[config.mk]
export PLATFORM = sky130hd
export DESIGN_NAME = typing_trainer_fsm_flat
export DESIGN_NICKNAME = d
export VERILOG_FILES = /design/src/rtl/typing_trainer_fsm_if.sv /design/src/rtl/typing_trainer_fsm.sv /design/src/flat_wrapper.sv
export SDC_FILE = /design/constraint.sdc
export NUM_CORES = 1
export LEC_CHECK = 0
export BUFFER_PORTS_ARGS = -buffer_cell sky130_fd_sc_hd__buf_2
export CAP_MARGIN = 20
export CELL_PAD_IN_SITES_DETAIL_PLACEMENT = 0
export CELL_PAD_IN_SITES_GLOBAL_PLACEMENT = 2
export CORE_ASPECT_RATIO = 0.9
export CORE_UTILIZATION = 35
export CTS_CLUSTER_SIZE = 40
export DETAILED_ROUTE_END_ITERATION = 10
export HOLD_SLACK_MARGIN = 0.15
export PLACE_DENSITY = 0.8
export SLEW_MARGIN = 30
export SYNTH_ARGS = -nofsm -noshare
export SYNTH_HDL_FRONTEND = slang
export SYNTH_SLANG_ARGS = --single-unit
[constraint.sdc]
create_clock -name clk -period 3.21 [get_ports clk]
set_input_delay 0.642 -clock clk [delete_from_list [all_inputs] [get_ports clk]]
set_output_delay 0.642 -clock clk [all_outputs]
set_load 0.01 [all_outputs]
[src/rtl/typing_trainer_fsm_if.sv]
// Bundle between the PS/2 decode stage, the typing trainer and the display/LED stage.
// The master side drives keys and commands; the slave side (the trainer) drives status.
interface typing_trainer_fsm_if #(
  parameter int ERR_W = 8
);
  logic [7:0]       fsm_data;
  logic             code_valid;
  logic             set_signal;
  logic             reset_signal;
  logic [7:0]       pos;
  logic [7:0]       expected_code;
  logic [ERR_W-1:0] err_cnt;
  logic             key_ok;
  logic             key_err;
  logic             busy;
  logic             done;
  logic             fail;

  modport master (
    output fsm_data, code_valid, set_signal, reset_signal,
    input  pos, expected_code, err_cnt, key_ok, key_err, busy, done, fail
  );

  modport slave (
    input  fsm_data, code_valid, set_signal, reset_signal,
    output pos, expected_code, err_cnt, key_ok, key_err, busy, done, fail
  );
endinterface

[src/rtl/typing_trainer_fsm.sv]
// Typing-trainer session FSM: checks decoded keys against SEQ, tracks errors and timeout.
// Optional macro RETRY_ON_ERROR_EN: a mismatched key must be retyped instead of skipped.
module typing_trainer_fsm #(
  parameter int                   SEQ_LEN     = 4,
  parameter logic [SEQ_LEN*8-1:0] SEQ         = 32'h44332211,
  parameter int                   MAX_ERR     = 3,
  parameter int                   ERR_W       = 8,
  parameter int                   TIMEOUT_CYC = 50_000_000
) (
  input logic                 clk,
  input logic                 rst_n,
  typing_trainer_fsm_if.slave bus
);
  typedef enum logic [1:0] {IDLE, RUN, DONE, FAIL} state_t;

  localparam logic [7:0]       LEN8         = 8'(SEQ_LEN);
  localparam logic [31:0]      TIMEOUT_LAST = 32'(TIMEOUT_CYC - 1);
  localparam logic [ERR_W-1:0] ERR_SAT      = '1;

  state_t      state_reg;
  logic [31:0] timer_reg;

  // Full 256-entry table so pos==SEQ_LEN (and beyond) reads back as 8'h00.
  logic [7:0] seq_bytes [256];
  genvar gi;
  generate
    for (gi = 0; gi < 256; gi++) begin : g_seq
      if (gi < SEQ_LEN) begin : g_key
        assign seq_bytes[gi] = SEQ[gi*8 +: 8];
      end else begin : g_pad
        assign seq_bytes[gi] = 8'h00;
      end
    end
  endgenerate

  assign bus.expected_code = seq_bytes[bus.pos];

  logic             key_match;
  logic [7:0]       pos_inc;
  logic [7:0]       pos_key;
  logic [ERR_W-1:0] err_key;
  logic             err_fail;

  assign key_match = (bus.fsm_data == seq_bytes[bus.pos]);
  assign pos_inc   = bus.pos + 8'd1;
`ifdef RETRY_ON_ERROR_EN
  assign pos_key   = key_match ? pos_inc : bus.pos;
`else
  assign pos_key   = pos_inc;
`endif
  assign err_key   = (key_match || bus.err_cnt == ERR_SAT) ? bus.err_cnt : bus.err_cnt + 1'b1;
  assign err_fail  = (MAX_ERR != 0) && (32'(err_key) >= 32'(MAX_ERR));

  always_ff @(posedge clk or negedge rst_n) begin
    if (!rst_n) begin
      state_reg   <= IDLE;
      timer_reg   <= '0;
      bus.pos     <= '0;
      bus.err_cnt <= '0;
      bus.key_ok  <= 1'b0;
      bus.key_err <= 1'b0;
      bus.busy    <= 1'b0;
      bus.done    <= 1'b0;
      bus.fail    <= 1'b0;
    end else begin
      bus.key_ok  <= 1'b0;
      bus.key_err <= 1'b0;
      if (bus.reset_signal) begin
        state_reg   <= IDLE;
        timer_reg   <= '0;
        bus.pos     <= '0;
        bus.err_cnt <= '0;
        bus.busy    <= 1'b0;
        bus.done    <= 1'b0;
        bus.fail    <= 1'b0;
      end else if (bus.set_signal) begin
        state_reg   <= RUN;
        timer_reg   <= '0;
        bus.pos     <= '0;
        bus.err_cnt <= '0;
        bus.busy    <= 1'b1;
        bus.done    <= 1'b0;
        bus.fail    <= 1'b0;
      end else if (state_reg == RUN) begin
        if (bus.code_valid) begin
          timer_reg   <= '0;
          bus.pos     <= pos_key;
          bus.err_cnt <= err_key;
          bus.key_ok  <= key_match;
          bus.key_err <= !key_match;
          // Error-fail outranks completion on the same key.
          if (err_fail) begin
            state_reg <= FAIL;
            bus.busy  <= 1'b0;
            bus.fail  <= 1'b1;
          end else if (pos_key == LEN8) begin
            state_reg <= DONE;
            bus.busy  <= 1'b0;
            bus.done  <= 1'b1;
          end
        end else begin
          timer_reg <= timer_reg + 32'd1;
          if (TIMEOUT_CYC != 0 && timer_reg == TIMEOUT_LAST) begin
            state_reg <= FAIL;
            bus.busy  <= 1'b0;
            bus.fail  <= 1'b1;
          end
        end
      end
    end
  end
endmodule

[src/flat_wrapper.sv]
// flat-port wrapper written by rule: the top's interface ports become plain ports
module typing_trainer_fsm_flat 
#(
  parameter int                   SEQ_LEN     = 4,
  parameter logic [SEQ_LEN*8-1:0] SEQ         = 32'h44332211,
  parameter int                   MAX_ERR     = 3,
  parameter int                   ERR_W       = 8,
  parameter int                   TIMEOUT_CYC = 50_000_000
)
  (clk, rst_n, bus_fsm_data, bus_code_valid, bus_set_signal, bus_reset_signal, bus_pos, bus_expected_code, bus_err_cnt, bus_key_ok, bus_key_err, bus_busy, bus_done, bus_fail);
  typing_trainer_fsm_if #(.ERR_W(ERR_W)) bus_i ();
  input logic clk;
  input logic rst_n;
  input wire logic [$bits(bus_i.fsm_data)-1:0] bus_fsm_data;
  input wire logic [$bits(bus_i.code_valid)-1:0] bus_code_valid;
  input wire logic [$bits(bus_i.set_signal)-1:0] bus_set_signal;
  input wire logic [$bits(bus_i.reset_signal)-1:0] bus_reset_signal;
  output wire logic [$bits(bus_i.pos)-1:0] bus_pos;
  output wire logic [$bits(bus_i.expected_code)-1:0] bus_expected_code;
  output wire logic [$bits(bus_i.err_cnt)-1:0] bus_err_cnt;
  output wire logic [$bits(bus_i.key_ok)-1:0] bus_key_ok;
  output wire logic [$bits(bus_i.key_err)-1:0] bus_key_err;
  output wire logic [$bits(bus_i.busy)-1:0] bus_busy;
  output wire logic [$bits(bus_i.done)-1:0] bus_done;
  output wire logic [$bits(bus_i.fail)-1:0] bus_fail;
  assign bus_i.fsm_data = bus_fsm_data;
  assign bus_i.code_valid = bus_code_valid;
  assign bus_i.set_signal = bus_set_signal;
  assign bus_i.reset_signal = bus_reset_signal;
  assign bus_pos = bus_i.pos;
  assign bus_expected_code = bus_i.expected_code;
  assign bus_err_cnt = bus_i.err_cnt;
  assign bus_key_ok = bus_i.key_ok;
  assign bus_key_err = bus_i.key_err;
  assign bus_busy = bus_i.busy;
  assign bus_done = bus_i.done;
  assign bus_fail = bus_i.fail;
  typing_trainer_fsm #(.SEQ_LEN(SEQ_LEN), .SEQ(SEQ), .MAX_ERR(MAX_ERR), .ERR_W(ERR_W), .TIMEOUT_CYC(TIMEOUT_CYC)) u_core (.clk(clk), .rst_n(rst_n), .bus(bus_i));
endmodule
==> summary.md, run 1 <==
| Metric | Value |
|---|---|
| Layout cell share with drive strength beyond 1 | `approximately 16%` |
| CP Cell Sequence | `ha_1 -> nor4b_2 -> a211o_1 -> a221oi_2 -> nand2_1 -> mux2i_1 -> a211oi_2 -> a221oi_1` |
| Worst skew pair latency | `roughly 0.31 ns` |
| Crit path max fanout | `6` |
| Max frequency | `358 MHz` |
| Routability Congestion | `0.798` |
| Mux contribution to synthesized area | `1.88%` |
| IO Pins | `42` |
| Vias in the first global route | `2535` |
| Nature of the critical path startpoint | `flip-flop` |
| Number of vias per cell | `5.29` |
| CTS buffer count | `5` |
| Synth top area share | `a little over two fifths` |
| P_leak | `0.00158 uW` |
| Vias | `2684` |
| Synthesized area per cell | `9.01 um^2` |
| Simple-gate share of the synthesized area | `27.5%` |
| Met2 Use GR | `27.0%` |
| Met3 Track Usage GR | `under 10%` |
| Fin crit share | `87.0%` |
| 1st-iter DRT viols | `153` |
| WHS | `around 0.31 ns` |
| Hold Path Class | `in2async` |
| Syn. warnings | `0` |
| Main combinational cell family by area after synthesis | `simple AND/OR/NAND/NOR gates` |
| Post-CTS Hold Buffers | `0` |
| Area growth syn-to-layout | `12.4%` |
| WP data arrival | `2.97 ns` |
| # fillers | `946` |
| Net count, final | `406` |
| Post-Syn Area | `0.00320 mm^2` |
| RSZ-0062 raised after global routing | `false` |
| Max-cap viol count | `0` |
| Crit-path slowest cell | `dfrtp_1` |
| Max clock buf depth | `2` |
| Largest stage delay on the critical path | `0.46 ns` |
| TritonCTS clock tree | `built` |
| Slew Viols, Final | `0` |
| Critical path class | `reg2reg` |
| Largest delay share family, worst path | `compound AO/OA/AOI/OAI gates` |
| Initial antenna violation count | `0` |
| Wire per inst | `14.9 um` |
| Die area | `approximately 0.0095 mm^2` |
| PwrDens | `around 340 mW/mm^2` |
| Core outline area | `0.00873 mm^2` |
| Worst Tran Pin Value | `0.560 ns` |
| Fraction of the yosys area taken by sequential cells | `43.1%` |
| Routed Antenna Nets | `0` |
| Synth Register Bits | `55` |
| Final Hold Vio Count | `0` |
| First drt pass iteration count | `4` |
| Die Wd | `103 um` |
| Drc violations | `0` |
| Post-CTS Setup Bufs | `0` |
| Status | `completed` |
| Max_slew headroom | `a little over three fifths` |
| Die Y | `around 90 um` |
| Minimum clock period | `around 2.8 ns` |
| Async S/R FF share, synth | `100%` |
| Drt total wl | `7.56 mm` |
| Clock transition at path regs | `0.10 ns` |
| Post-synth top cells | `55 x dfrtp_1, 54 x nor2_1, 30 x nand2_1, 26 x xor2_1, 24 x nand4_1` |
| Xor/xnor share of the synthesized area | `9.32%` |
| # diodes | `0` |
| I/O Buffers | `39` |
| PostCTS Resize Cnt | `0` |
| Grt ovf | `0` |
| Most numerous cell in the Yosys netlist | `dfrtp_1` |
| H-tree levels | `2` |
| CP Data Required Time | `3.38 ns` |
| Final setup vio count | `0` |
| Root Driver | `clkbuf_8` |
| Mapped Cells | `355` |
| Crit. End Element | `flip-flop` |
| Top post-synthesis cells by area | `dfrtp_1 43%, xor2_1 7.1%, nor2_1 6.3%` |
| Sink Count | `55` |
| Compound-Gate Fraction of Synth Area | `12.0%` |
| Final setup TNS | `0 ns` |
| Initial Util | `36.6%` |
| CP bufs+invs | `0` |
| Busiest layer in global routing | `met2` |
| Setup Skew | `0.00657 ns` |
| Met1 Resource Use GR | `24.2%` |
| Worst IR Drop VDD | `0.172 mV` |
| Distinct cells, synth | `53` |
| Largest net degree at the start of global routing | `56` |
| GRT Total Usage | `17.0%` |
| Number of flops mapped to enable cells by yosys | `0` |
| Max FFs per register | `32` |
| Dominant cell type by area after synthesis | `dfrtp_1` |
| Adder-cell share of the synthesized area | `about 2.0%` |
| # rows | `32` |
| Ys flop type | `dfrtp_1` |
| Detail Placement HPWL | `5.23 mm` |
| Global-route wire length before repair | `12.6 mm` |
metrics by stage:
step | utilization, % | worst slack (ns) | area (um^2) | power, uW | instances
after floorplan | - | 0.711 | 3200 | 797 | 356
after global placement | 40.2 | 0.504 | 3510 | 847 | 500
after detailed placement | 40.2 | 0.437 | 3510 | 847 | 500
after CTS | 41.2 | 0.416 | 3590 | 1250 | 507
after global routing | 41.2 | 0.154 | 3590 | 1290 | 507
final | 41.2 | 0.417 | 3590 | 1240 | 507
worst reg2reg max path, stage by stage, from the launching register on:
cell and delay [ns]:
dfrtp_1 0.46, ha_1 0.33, nor4b_2 0.18, a211o_1 0.31, a221oi_2 0.44, nand2_1 0.22, mux2i_1 0.18, a211oi_2 0.40
a221oi_1 0.13
cell usage in the layout, fill, tap and decap left out, types with 9 or more instances in the layout:
| cell type | count |
|---|---|
| a21oi_1 | 16 |
| and2_1 | 9 |
| and3_1 | 10 |
| buf_2 | 39 |
| dfrtp_1 | 55 |
| nand2_1 | 30 |
| nand3_1 | 10 |
| nand4_1 | 24 |
| nor2_1 | 54 |
| xor2_1 | 26 |
layer usage:
layer,wire length (um),share of wire (%)
met4,69,0.91
met3,169,2.2
met5,0,0
met2,3450,46
met1,3880,51
worst paths after layout:
| kind | startpoint | to | slack, ns | depth (start not counted) |
|---|---|---|---|---|
| worst min-delay path | rst_n | u_core.timer_reg[24] | 0.31 | 2 |
| worst max-delay path | u_core.bus.pos[0] | u_core.state_reg[1] | 0.42 | 8 |
| worst min register to register | u_core.bus.done | u_core.bus.done | 0.50 | 1 |
| max in group asynchronous | rst_n | u_core.timer_reg[5] | 2.64 | 2 |
| min in group clk | u_core.bus.done | u_core.bus.done | 0.50 | 1 |
| worst max register to register | u_core.bus.pos[0] | u_core.state_reg[1] | 0.42 | 8 |
power breakdown:
part / switching (uW) / internal [uW] / total, uW
Combinational: 82.0 / 41.6 / 124
Sequential: 8.11 / 700 / 708
Clock: 237 / 170 / 407
cells by family after synthesis:
group | Yosys count
other | 1
buffers and inverters | 29
muxes | 6
adders and majority gates | 5
xor gates and xnor gates | 34
and+or+nand+nor | 171
DFF | 55
AOI/OAI and AO/OA | 54
area by class of cell:
type	count	area [um^2]	area share (%)
clock inverters	1	5.00	0.139
flip-flops and latches	55	1380	38.3
inverters	8	30.0	0.836
repair buffers	46	260	7.24
clock buffers	6	82.6	2.30
well taps	119	149	4.14
multi-input cells	272	1690	47.0
Note: power is estimated with default switching activity, not from simulation.
==> run 2, diff against run 1 <==
--- a/config.mk
+++ b/config.mk
@@ -9,7 +9,6 @@
 export CAP_MARGIN = 20
 export CELL_PAD_IN_SITES_DETAIL_PLACEMENT = 0
 export CELL_PAD_IN_SITES_GLOBAL_PLACEMENT = 2
-export CORE_ASPECT_RATIO = 0.9
 export CORE_UTILIZATION = 35
 export CTS_CLUSTER_SIZE = 40
 export DETAILED_ROUTE_END_ITERATION = 10
==> run 2 against run 1 <==
  * Critical path depth unchanged
  * Sequential power is essentially flat
  * Final cell count fell by 2.6%
  * Utilization is 0.46 points lower
  * Clock-buffer cell count stayed put
  * Cell area shrank 0.73%
  * Die area barely moved
  * Combinational power fell by 4%
  * Clock power grew 11%
  * Largest power group unchanged
  * Register-to-register slack better by 0.03 ns
  * Maximum frequency grew 1.2%
  * Global-route usage fell by 0.88 points
==> summary.md, run 2 (synthesized netlist as in run 1, its figures left out) <==
| Metric | Value |
|---|---|
| CP Cell Sequence | `ha_1 -> nor4b_2 -> a211o_1 -> a221oi_2 -> nand2_1 -> mux2i_1 -> a211oi_2 -> a32o_1` |
| WP data arrival | `3.01 ns (+0.04 ns)` |
| Die Y | `97.6 um (+5.3%)` |
| Combinational share of power | `9.3% (-0.7 points)` |
| # fillers | `915 (-3.3%)` |
| Hold Path Class | `in2async` |
| Final setup vio count | `0 (unchanged)` |
| WHS | `0.304 ns (-0.00120 ns)` |
| Final setup TNS | `0 ns (unchanged)` |
| Switch share | `24.3% (-2.1 points)` |
| Crit-path slowest cell | `dfrtp_1` |
| Vias | `2636 (-1.8%)` |
| GRT Total Usage | `16.1% (-0.88 points)` |
| Routed Antenna Nets | `0 (unchanged)` |
| Commonest non-fill, non-tap cell in the layout | `dfrtp_1` |
| CP bufs+invs | `0 (unchanged)` |
| Setup Skew | `0.00838 ns (+0.00180 ns)` |
| Area growth syn-to-layout | `11.6%` |
| PwrDens | `358 mW/mm^2 (+4.0%)` |
| # diodes | `0 (unchanged)` |
| Largest net degree at the start of global routing | `32 (-43%)` |
| Total power | `1280 uW (+3.2%)` |
| Max frequency | `362 MHz (+1.2%)` |
| Sink Count | `55 (unchanged)` |
| Final Hold Vio Count | `0 (unchanged)` |
| Worst IR Drop VDD | `0.154 mV (-10%)` |
| Worst skew pair latency | `0.30 ns (about the same)` |
| Most frequent cells in the layout | `55 x dfrtp_1, 54 x nor2_1, 39 x buf_2` |
| Crit. End Element | `flip-flop` |
| CP Data Required Time | `3.46 ns (+0.08 ns)` |
| Global-route wire length before repair | `12.7 mm (+0.44%)` |
| NetSw | `310 uW (-4.9%)` |
| Fin crit share | `86.0% (-1.0 points)` |
| Clock transition at path regs | `0.10 ns (about the same)` |
| Critical path class | `reg2reg` |
| H-tree levels | `2 (unchanged)` |
| Routability Congestion | `0.773 (-3.1%)` |
| P_leak | `0.00157 uW (-0.69%)` |
| Status | `completed` |
| Clock Power Share | `35.3% (+2.4 points)` |
| PostCTS Resize Cnt | `0 (unchanged)` |
| Wire per inst | `14.9 um (-0.23%)` |
| RSZ-0062 raised after global routing | `false` |
| Pre-CTS WS | `0.483 ns (+0.0452 ns)` |
| Minimum clock period | `2.76 ns (-0.0328 ns)` |
| Register share of total power | `55.4% (-1.8 points)` |
| Max clock buf depth | `2 (unchanged)` |
| Detail Placement HPWL | `5.18 mm (-1.1%)` |
| Max_slew headroom | `52.3% (-10 points)` |
| Die Wd | `97.6 um (-5.0%)` |
| Worst Tran Pin Value | `0.714 ns (+0.155 ns)` |
| Net count, final | `404 (-0.49%)` |
| I/O Buffers | `39 (unchanged)` |
| Largest stage delay on the critical path | `0.46 ns (about the same)` |
| Vias in the first global route | `2603 (+2.7%)` |
| Worst setup margin | `0.450 ns (+0.0328 ns)` |
| Post-CTS Hold Buffers | `0 (unchanged)` |
| CTS buffer count | `5 (unchanged)` |
| Drt total wl | `7.35 mm (-2.8%)` |
| Grt ovf | `0 (unchanged)` |
| Crit path max fanout | `6 (unchanged)` |
| Nature of the critical path startpoint | `flip-flop` |
| Largest delay share family, worst path | `compound AO/OA/AOI/OAI gates` |
| First drt pass iteration count | `4 (unchanged)` |
| Post-CTS Setup Bufs | `0 (unchanged)` |
| Number of vias per cell | `5.34 (+0.80%)` |
| Max FFs per register | `32 (unchanged)` |
| TritonCTS clock tree | `built` |
| IO Pins | `42 (unchanged)` |
| Die area | `0.00952 mm^2 (about the same)` |
| Root Driver | `clkbuf_8` |
| Drc violations | `0 (unchanged)` |
| Initial Util | `36.5% (-0.15 points)` |
| Layout cell share with drive strength beyond 1 | `15.5% (-0.69 points)` |
| Max-cap viol count | `0 (unchanged)` |
| 1st-iter DRT viols | `75 (-51%)` |
| # rows | `34 (+6.3%)` |
| Initial antenna violation count | `0 (unchanged)` |
| Slew Viols, Final | `0 (unchanged)` |
| Internal power | `968 uW (+6.2%)` |
| Core outline area | `0.00876 mm^2 (+0.40%)` |
[run 2: cell types whose count changed in the layout (fill, tap and decap cells not counted), sizes merged]
cell / change
buf: -2
bufinv: +1
clkinv: -1
[run 2: path summary, 6_finish.rpt]
path | start | end | slack, ns | cells past startpoint
worst min-delay path | rst_n | u_core.timer_reg[14] | 0.30 | 1
worst min register to register | u_core.bus.done | u_core.bus.done | 0.52 | 1
worst max register to register | u_core.bus.pos[0] | u_core.bus.done | 0.45 | 8
max in group asynchronous | rst_n | u_core.timer_reg[0] | 2.08 | 2
worst max-delay path | u_core.bus.pos[0] | u_core.bus.done | 0.45 | 8
min in group clk | u_core.bus.done | u_core.bus.done | 0.52 | 1
[run 2: power by group through the flow]
stage	combinational (uW)	clock (uW)	sequential, uW
after CTS	123	474	708
after global routing	136	495	709
after global placement	122	0	721
final	119	452	708
after detailed placement	122	0	721
after floorplan	74.7	0	722
[run 2: cell type report]
| class | instances | area [um^2] | share of cell area (%) |
|---|---|---|---|
| tap | 108 | 135 | 3.79 |
| inverter | 8 | 30.0 | 0.842 |
| multi-input combinational | 272 | 1690 | 47.4 |
| sequential | 55 | 1380 | 38.6 |
| clock buffer | 6 | 72.6 | 2.03 |
| clock inverter | 1 | 30.0 | 0.842 |
| timing repair buffer | 44 | 233 | 6.52 |
[run 2: stage by stage]
step,util [%],instances,instance area (um^2)
4_1_cts,40.7,494,3570
3_5_place_dp,39.5,487,3460
6_report,40.7,494,3570
2_1_floorplan,-,356,3200
5_1_grt,40.7,494,3570
3_3_place_gp,39.5,487,3460
[run 2: per-layer routing]
layer,vias to the layer above,GRT usage [%],routed length (um)
met5,-,0,0
met4,0,3.73,71
met3,7,3.45,268
met2,47,26.4,3350
met1,1259,21.8,3660
li1,1323,-,-
